<file path="config.mk">
export PLATFORM = sky130hd
export DESIGN_NAME = multi_channel_timer
export DESIGN_NICKNAME = d
export VERILOG_FILES = /design/src/rtl/multi_channel_timer.sv
export SDC_FILE = /design/constraint.sdc
export NUM_CORES = 1
export LEC_CHECK = 0
export BUFFER_PORTS_ARGS = -buffer_cell sky130_fd_sc_hd__clkbuf_2
export CORE_MARGIN = 1.5
export CORE_UTILIZATION = 31
export CTS_CLUSTER_DIAMETER = 120
export DETAILED_ROUTE_END_ITERATION = 8
export HOLD_SLACK_MARGIN = 0.1
export SKIP_CTS_REPAIR_TIMING = 1
export SKIP_LAST_GASP = 1
export SLEW_MARGIN = 20
export SYNTH_ARGS = -nofsm -noshare
export SYNTH_HDL_FRONTEND = slang
export SYNTH_SLANG_ARGS = --single-unit
</file>
<file path="constraint.sdc">
create_clock -name clk_50M -period 7.2 [get_ports clk_50M]
set_input_delay 1.44 -clock clk_50M [delete_from_list [all_inputs] [get_ports clk_50M]]
set_output_delay 1.44 -clock clk_50M [all_outputs]
set_load 0.05 [all_outputs]
</file>
<file path="src/rtl/multi_channel_timer.sv">
// Multi-channel hh:mm:ss BCD timer: countdown or count-up per channel with optional auto-reload.
// Shared command and display ports are steered by ch_sel; one prescaler paces every channel.
module multi_channel_timer #(
  parameter int CHANNELS = 4,
  parameter int TICK_DIV = 50_000_000,
  parameter int SEL_W    = 2
) (
  input  logic                clk_50M,
  input  logic                rst_n,
  input  logic [SEL_W-1:0]    ch_sel,
  input  logic                set,
  input  logic                play,
  input  logic                stop,
  input  logic                ring_clr,
  input  logic                mode_up,
  input  logic                auto_reload,
  input  logic [7:0]          hour_bcd_in,
  input  logic [7:0]          minute_bcd_in,
  input  logic [7:0]          second_bcd_in,
  output logic [7:0]          hour_out_bcd,
  output logic [7:0]          minute_out_bcd,
  output logic [7:0]          second_out_bcd,
  output logic [CHANNELS-1:0] ring,
  output logic [CHANNELS-1:0] counting,
  output logic                any_ring,
  output logic                set_err
);

  localparam int          PW      = (TICK_DIV > 1) ? $clog2(TICK_DIV) : 1;
  localparam logic [23:0] MAX_VAL = 24'h99_59_59;

  typedef enum logic [1:0] {ST_IDLE, ST_RUN, ST_PAUSE, ST_DONE} state_t;

  // Two-digit BCD helpers; 'top' is the largest legal value of the pair.
  function automatic logic [7:0] dec_pair(input logic [7:0] v, input logic [7:0] top);
    if (v == 8'h00) return top;
    if (v[3:0] == 4'd0) return {v[7:4] - 4'd1, 4'd9};
    return {v[7:4], v[3:0] - 4'd1};
  endfunction

  function automatic logic [7:0] inc_pair(input logic [7:0] v, input logic [7:0] top);
    if (v == top) return 8'h00;
    if (v[3:0] == 4'd9) return {v[7:4] + 4'd1, 4'd0};
    return {v[7:4], v[3:0] + 4'd1};
  endfunction

  function automatic logic [23:0] bcd_dec(input logic [23:0] v);
    logic borrow_s, borrow_m;
    borrow_s = (v[7:0] == 8'h00);
    borrow_m = borrow_s && (v[15:8] == 8'h00);
    return {borrow_m ? dec_pair(v[23:16], 8'h99) : v[23:16],
            borrow_s ? dec_pair(v[15:8], 8'h59)  : v[15:8],
            dec_pair(v[7:0], 8'h59)};
  endfunction

  function automatic logic [23:0] bcd_inc(input logic [23:0] v);
    logic carry_s, carry_m;
    carry_s = (v[7:0] == 8'h59);
    carry_m = carry_s && (v[15:8] == 8'h59);
    return {carry_m ? inc_pair(v[23:16], 8'h99) : v[23:16],
            carry_s ? inc_pair(v[15:8], 8'h59)  : v[15:8],
            inc_pair(v[7:0], 8'h59)};
  endfunction

  function automatic logic bcd_ok(input logic [23:0] v);
    return (v[23:20] <= 4'd9) && (v[19:16] <= 4'd9) &&
           (v[15:12] <= 4'd5) && (v[11:8]  <= 4'd9) &&
           (v[7:4]   <= 4'd5) && (v[3:0]   <= 4'd9);
  endfunction

  logic [PW-1:0] presc_q;
  logic          tick;

  assign tick = (presc_q == PW'(TICK_DIV - 1));

  // NOTE: sequential state is written with non-blocking assignments only, so every
  // register samples the pre-edge values regardless of block evaluation order.
  always_ff @(posedge clk_50M or negedge rst_n) begin
    if (!rst_n)    presc_q <= '0;
    else if (tick) presc_q <= '0;
    else           presc_q <= presc_q + PW'(1);
  end

  logic [23:0]         val_q  [CHANNELS];
  logic [23:0]         val_d  [CHANNELS];
  logic [23:0]         copy_q [CHANNELS];
  logic [23:0]         copy_d [CHANNELS];
  state_t              state_q[CHANNELS];
  state_t              state_d[CHANNELS];
  logic [CHANNELS-1:0] mode_q, mode_d, reload_q, reload_d, ring_q, ring_d;
  logic [23:0]         load_val, step_val, disp_d;
  logic                load_ok, sel, set_err_d;

  // NOTE: every variable gets its hold value before any branch, so no path
  // through this block can leave one unassigned and infer a latch.
  always_comb begin
    load_val  = {hour_bcd_in, minute_bcd_in, second_bcd_in};
    load_ok   = bcd_ok(load_val);
    set_err_d = 1'b0;
    step_val  = '0;
    sel       = 1'b0;
    mode_d    = mode_q;
    reload_d  = reload_q;
    ring_d    = ring_q;
    for (int i = 0; i < CHANNELS; i++) begin
      val_d[i]   = val_q[i];
      copy_d[i]  = copy_q[i];
      state_d[i] = state_q[i];
      sel        = (ch_sel == SEL_W'(i));

      // Cleared first so a ring raised below in the same cycle overrides the clear.
      if (sel && ring_clr) ring_d[i] = 1'b0;

      if (sel && set) begin
        if (load_ok) begin
          val_d[i]    = load_val;
          copy_d[i]   = load_val;
          mode_d[i]   = mode_up;
          reload_d[i] = auto_reload;
          ring_d[i]   = 1'b0;
          state_d[i]  = ST_IDLE;
        end else begin
          set_err_d = 1'b1;
        end
      end else if (sel && stop) begin
        if (state_q[i] == ST_RUN) state_d[i] = ST_PAUSE;
      end else if (sel && play) begin
        if (state_q[i] == ST_IDLE || state_q[i] == ST_PAUSE) begin
          if (!mode_q[i] && val_q[i] == '0) begin
            state_d[i] = ST_DONE;
            ring_d[i]  = 1'b1;
          end else begin
            state_d[i] = ST_RUN;
          end
        end
      end else if (tick && state_q[i] == ST_RUN) begin
        if (mode_q[i]) begin
          step_val = (val_q[i] == MAX_VAL) ? MAX_VAL : bcd_inc(val_q[i]);
          val_d[i] = step_val;
          if (step_val == MAX_VAL) begin
            ring_d[i]  = 1'b1;
            state_d[i] = ST_DONE;
          end
        end else begin
          step_val = bcd_dec(val_q[i]);
          val_d[i] = step_val;
          if (step_val == '0) begin
            ring_d[i] = 1'b1;
            if (reload_q[i] && copy_q[i] != '0) val_d[i]   = copy_q[i];
            else                                 state_d[i] = ST_DONE;
          end
        end
      end
    end

    disp_d = '0;
    for (int i = 0; i < CHANNELS; i++) begin
      if (ch_sel == SEL_W'(i)) disp_d = val_q[i];
    end
  end

  // NOTE: the per-channel arrays are small control registers whose reset value is
  // architecturally visible, so they are reset like any other flop, not left as RAM.
  always_ff @(posedge clk_50M or negedge rst_n) begin
    if (!rst_n) begin
      for (int i = 0; i < CHANNELS; i++) begin
        val_q[i]   <= '0;
        copy_q[i]  <= '0;
        state_q[i] <= ST_IDLE;
      end
      mode_q         <= '0;
      reload_q       <= '0;
      ring_q         <= '0;
      set_err        <= 1'b0;
      hour_out_bcd   <= '0;
      minute_out_bcd <= '0;
      second_out_bcd <= '0;
    end else begin
      for (int i = 0; i < CHANNELS; i++) begin
        val_q[i]   <= val_d[i];
        copy_q[i]  <= copy_d[i];
        state_q[i] <= state_d[i];
      end
      mode_q         <= mode_d;
      reload_q       <= reload_d;
      ring_q         <= ring_d;
      set_err        <= set_err_d;
      hour_out_bcd   <= disp_d[23:16];
      minute_out_bcd <= disp_d[15:8];
      second_out_bcd <= disp_d[7:0];
    end
  end

  always_comb begin
    counting = '0;
    for (int i = 0; i < CHANNELS; i++) counting[i] = (state_q[i] == ST_RUN);
  end

  assign ring     = ring_q;
  assign any_ring = |ring_q;

endmodule

</file>
* Word-level counts from Yosys, hierarchy flattened
Cells that the tools add are included.
Widths: inputs -> output; s select.
** Operators by class
- Reductions and logical operators :: 115
- Order comparisons :: 6
- Equal/unequal tests :: 72
- Mux-type cells :: 679
- $add $sub $neg :: 49
** Operators by type and width (number)
- $mux 8 :: 232
- $mux 24 :: 37
- $mux 1 :: 364
- $eq 24x24->1 const B :: 8
- $logic_not 24->1 :: 8
- $add 4x1->4 const B :: 24
- $logic_not 8->1 :: 12
- $reduce_bool 24->1 :: 4
- $sub 4x1->4 const B :: 24
- $mux 2 :: 45
- $eq 8x7->1 const B :: 8
- $eq 4x4->1 const B :: 12
- $logic_not 4->1 :: 12
- $logic_and 1x1->1 :: 41
- $eq 8x8->1 const B :: 4
- $reduce_and 7->1 :: 4
- $add 26x1->26 const B :: 1
- $eq 26x26->1 const B :: 1
- $mux 26 :: 1
- $ne 2x2->1 const B :: 12
- $ne 5x1->1 const B :: 4
- $ne 5x5->1 const B :: 4
- $reduce_bool 5->1 :: 4
- $le 4x4->1 const B :: 4
- other kinds (13) :: 51
** Word-level totals
- Input bits :: 34
- Bits in registers :: 263
- Output and inout bits :: 34

* Depth between registers and ports, before layout
- Depth after elaboration :: 29
- Depth in mapped cells :: 16
- Gate-level depth less buffers :: 11

* Worst setup path after synthesis
Ideal clock, no wire load.
- Path kind :: flip-flop to flip-flop
- From :: register val_q[76] (netlist bit)
- To :: register state_q[7] (netlist bit)
- Setup slack :: 3482 ps
- Arrival :: 3590 ps
- Stages on the path, launching flop included :: 13
- Cells stage by stage :: dfrtp_1 -> clkbuf_1 -> inv_1 -> ha_1 -> or3b_2 -> nor4_4 -> and3_1 -> o22ai_1 -> or3_1 -> or4_1 -> nand2b_4 -> a31oi_4 -> mux2_1
** On the way
- Cells in the longest elaborated chain, start to end :: 17
** Ends and longest elaborated chain
- from (decl) :: RTL line 84 : logic [23:0] val_q [CHANNELS];
- from (signal, indexed assignment) :: RTL line 180 : val_q[i] <= val_d[i];
- $eq 8x7->1 :: RTL line 42, 58
- $mux 1 :: RTL line 42 : if (v == top) return 8'h00;
- $mux 1 :: RTL line 137 : if (mode_q[i]) begin
- $mux 1 :: RTL line 136 : end else if (tick && state_q[i] == ST_RUN) begin
- $mux 1 :: RTL line 127 : end else if (sel && play) begin
- $mux 1 :: RTL line 125 : end else if (sel && stop) begin
- $mux 1 :: RTL line 114 : if (sel && set) begin
- $mux 8 :: RTL line 43 : if (v[3:0] == 4'd9) return {v[7:4] + 4'd1, 4'd0};
- $mux 8 :: RTL line 137
- $mux 8 :: RTL line 136
- $mux 8 :: RTL line 127
- $mux 8 :: RTL line 125
- $mux 8 :: RTL line 114
- $mux 24 :: RTL line 138 : step_val = (val_q[i] == MAX_VAL) ? MAX_VAL : bcd_inc(val_q[i]);
- $eq 24x24->1 :: RTL line 140 : if (step_val == MAX_VAL) begin
- $ne 5x1->1 (no source line)
- $reduce_and 7->1 (no source line)
- to (signal, indexed assignment) :: RTL line 182 : state_q[i] <= state_d[i];
- to (decl) :: RTL line 88 : state_t state_q[CHANNELS];
Several ways; a longest one is shown, not always the timed one. The select of a mux whose other input is x is not followed.
A chain may end at the register's enable or synchronous reset.

* Final worst setup path
- From :: register val_q[4] (netlist bit)
- To :: register val_q[0] (netlist bit)
** On the way
- Cells in the longest elaborated chain, start to end :: 20
** Ends and longest elaborated chain
- $logic_not 8->1 :: RTL line 36, 49
- $mux 1 :: RTL line 36 : if (v == 8'h00) return top;
- $mux 1 :: RTL line 137
- $mux 1 :: RTL line 136
- $mux 1 :: RTL line 127
- $mux 1 :: RTL line 125
- $mux 1 :: RTL line 114
- $mux 8 :: RTL line 37 : if (v[3:0] == 4'd0) return {v[7:4] - 4'd1, 4'd9};
- [4 not listed]
- $mux 8 :: RTL line 114
- $logic_not 24->1 or $mux 24 (tied branches) :: RTL line 147, 149
- $mux 24 :: RTL line 147 : if (step_val == '0) begin
- $mux 24 (*) :: RTL line 137
- $mux 24 (*) :: RTL line 136
- $mux 24 (*) :: RTL line 127
- $mux 24 (*) :: RTL line 125
- $mux 24 (*) :: RTL line 114
Every way passes the cells marked *; elsewhere a longest branch is shown, timed or not. The select of a mux whose other input is x is not followed.

==> results_dict.tcl <==
set metrics [dict create \
    stdcell_count 3308 \
    worst_ir_drop_vdd_v 0.0001979 \
    drt_iter0_drc 2958 \
    clkSinkCount 263 \
    synth_area_leaders "dfrtp_1, nand2_1, ha_1" \
    crit_start "val_q[4]$_DFFE_PN0P_" \
    cp_max_fo 13 \
    grt_pass1_wl_mm 120.1 \
    netlist.area_leader.share_pct 32.61 \
    finalSetupTns_ns 0 \
    r2r_cells 12 \
    row_count 93 \
    top_layer "met5" \
    hold_viol 0 \
    antenna_found_initial 8 \
    startpoint_type "flip-flop" \
    die_height_um 258.2 \
    fillers 6682 \
    hpwl_mm 58.44 \
    avgRoutedWirePerCell_um 24.32 \
    wl_met2_mm 33.71 \
    p_comb_share_pct 23.2 \
    power.static_leakage_nw 9.171 \
    ios 68 \
    synthArstFlopShare_pct 100.0 \
    synth_enable_flop_cells 0 \
    syn_to_final_growth_pct 9.931 \
    grt_max_degree 146 \
    r2r-start "val_q[4]$_DFFE_PN0P_" \
    drv_cap 0 \
    drc_errors 0 \
    cts_buffers 30 \
    min_period_ns 4.719 \
    critPathKind "reg2reg" \
    seq_power_share_pct 40.5 \
    skew_ns 0.01689 \
    design_area_um2 22190 \
    arrival_ns 5.18 \
    yosys_warnings 0 \
    setup_violations 0 \
    routed_wl_mm 80.44 \
    r2r_slack_ns 2.48 \
    clkPwrFrac_pct 36.3 \
    ant_nets 0 \
    dominantRegCellSynth "dfrtp_1" \
    synth_nets 2599 \
    intPower_mw 2.959 \
    ys_seq_area_share_pct 32.61 \
    core_um2 64350 \
    endpoint "val_q[0]$_DFFE_PN0P_" \
    rsz0062_at_grt "no" \
    max_freq_ghz 0.2119 \
    hold_class "reg2reg" \
    cp.required_ns 7.67 \
    period_share_pct 65.54 \
    synth_top_area_cell "dfrtp_1" \
    gp_congestion 0.9693 \
    root_buffer "clkbuf_16" \
    switching_power_mw 1.638 \
    switching_share_pct 35.64 \
    fin_util_pct 34.48 \
    max_slew_margin_pct 30.30 \
    clk_pin_slew_ns 0.06 \
    min_from "reload_q[1]$_DFFE_PN0P_" \
    fp.dieW_um 258.2 \
    wl_met3_mm 8.460 \
    worst-slew-pin-transition_ns 1.043 \
    ys_seq_elements 263 \
    synth_area_um2 20180 \
    dp_cells 3250 \
    clk_latency_ns 0.59 \
    maxSlewViolCount 0 \
    dpl_cell_area_um2 21120 \
    finalNetCount 2542 \
    dieArea_um2 66650 \
    syn_area_per_cell_um2 8.125 \
    drtPass1Iterations 6 \
    cts_tree "done" \
    cts.htree.levels 1 \
    clockBufferDepth 3 \
    initial_core_util_pct 31.37 \
    synthDistinctLibCells 94 \
    port_buffers 67 \
    grt_pass1_vias 18110 \
    power_density_nw_per_um2 207.2 \
    via_per_inst 6.079 \
    grt-ovfl-total 0 \
    vias 20110 \
    crit_path_end_kind "flip-flop" \
    grt_usage_pct 23.49 \
    wl_met1_mm 34.33 \
    layout-drive-gt1-share_pct 10.69 \
    netlist_instances 2484 \
    outcome "completed" \
    worstReg2RegEnd "val_q[0]$_DFFE_PN0P_" \
]
-- synthesized netlist by cell type, types with 9 or more instances --
cell type / count
and2_1: 15
clkbuf_2: 9
o31ai_1: 20
nand4_1: 42
nor3_1: 56
a22oi_1: 17
a21oi_1: 171
o22ai_1: 27
and4_1: 10
nor2b_1: 20
and3b_1: 18
a31oi_1: 47
or4_1: 14
nor4_1: 52
or3_1: 14
o21ai_1: 36
nand2_1: 327
o21a_1: 10
o2111ai_1: 11
o21ai_0: 146
nand3b_1: 33
xnor2_1: 31
a211o_1: 12
ha_1: 81
nor2_1: 209
mux2_2: 56
buf_2: 10
o211ai_1: 17
nand3_1: 134
mux2_1: 28
mux2i_1: 30
nand2b_1: 13
a221oi_1: 13
and3_1: 22
mux4_2: 24
inv_1: 77
a211oi_1: 22
xor2_1: 19
dfrtp_1: 263
clkbuf_1: 152
nor3b_1: 21
-- metal layers --
layer | vias to the layer above | track usage, %
met3 | 215 | 4.368
met4 | 8 | 9.763
met1 | 9708 | 33.87
met2 | 1185 | 34.21
li1 | 8993 | -
met5 | - | 0
-- kinds of logic after synthesis --
group / after synthesis / share of synthesized area, %
flip-flops: 263 / 32.61
buffers and inverters: 260 / 5.046
AO/OA/AOI/OAI: 638 / 19.77
AND/OR/NAND/NOR: 1054 / 26.53
XOR/XNOR: 50 / 2.170
adder cells (fa/ha/maj): 81 / 5.021
multiplexers: 138 / 8.853
-- placed cells by master (no fill, tap or decap), types with 11 or more instances in the layout --
cell type and n:
a211o_1 12, a211oi_1 22, a21oi_1 171, a221oi_1 13, a22oi_1 17, a31oi_1 46, and2_1 15, and3_1 22
and3b_1 18, buf_4 24, clkbuf_16 31, clkbuf_2 65, dfrtp_1 263, ha_1 81, inv_1 77, mux2_1 28
mux2_2 56, mux2i_1 30, mux4_2 24, nand2_1 327, nand2b_1 13, nand3_1 134, nand3b_1 33, nand4_1 42
nor2_1 207, nor2b_1 20, nor3_1 55, nor3b_1 21, nor4_1 52, o2111ai_1 11, o211ai_1 17, o21ai_0 146
o21ai_1 36, o22ai_1 27, o31ai_1 20, or3_1 14, or4_1 14, xnor2_1 31, xor2_1 19
-- power by group through the flow --
stage	Clock, mW	Combinational [mW]	Sequential [mW]
floorplan	0	0.740	1.76
global placement	0	1.04	1.87
detailed placement	0	1.04	1.87
CTS	1.69	1.04	1.84
global route	1.75	1.15	1.87
finish	1.67	1.07	1.86
-- critical path, cell delays in order, from the launching register on --
cell      delay [ns]
dfrtp_1         0.53
inv_1           0.18
ha_1            0.24
nor3b_1         0.66
and4_1          0.49
and2_1          0.29
a41oi_1         0.18
nor4_1          0.50
and3_1          0.57
buf_4           0.32
mux2_1          0.34
o221ai_1        0.18
nand3_1         0.10
-- area by class of cell --
cell class | count | area, µm² | share of cell area (%)
repair buffers | 92 | 545.5 | 2.459
diodes | 3 | 7.507 | 0.03384
inverters | 79 | 296.5 | 1.336
clock inverters | 19 | 239.0 | 1.077
multi-input cells | 1961 | 12620 | 56.89
well taps | 855 | 1070 | 4.822
flip-flops and latches | 263 | 6581 | 29.66
clock buffers | 36 | 824.5 | 3.716
-- metrics by stage --
| stage | worst slack, ns | total power, mW | hold WS, ns |
|---|---|---|---|
| after floorplan | 3.482 | 2.498 | 0.4393 |
| after global placement | 2.272 | 2.910 | 0.4640 |
| after detailed placement | 2.259 | 2.910 | 0.4713 |
| after CTS | 2.516 | 4.582 | 0.4876 |
| after global routing | 2.146 | 4.772 | 0.5076 |
| final | 2.481 | 4.598 | 0.4837 |
-- sequential cells by signal, summed over array words and instances (netlist names) --
register        flops
copy_q             96
val_q              96
presc_q            26
hour_out_bcd        8
minute_out_bcd      8
second_out_bcd      8
state_q             8
mode_q              4
reload_q            4
ring                4
set_err             1
-- worst min path at each step --
stage                                   end  slack (ns)  cells past startpoint
floorplan           reload_q[1]$_DFFE_PN0P_        0.44                      2
global placement    reload_q[1]$_DFFE_PN0P_        0.46                      2
detailed placement  reload_q[1]$_DFFE_PN0P_        0.47                      2
CTS                 reload_q[1]$_DFFE_PN0P_        0.49                      2
global route           presc_q[9]$_DFF_PN0_        0.51                      1
finish              reload_q[1]$_DFFE_PN0P_        0.48                      2
(Power assumes the default switching activity.)
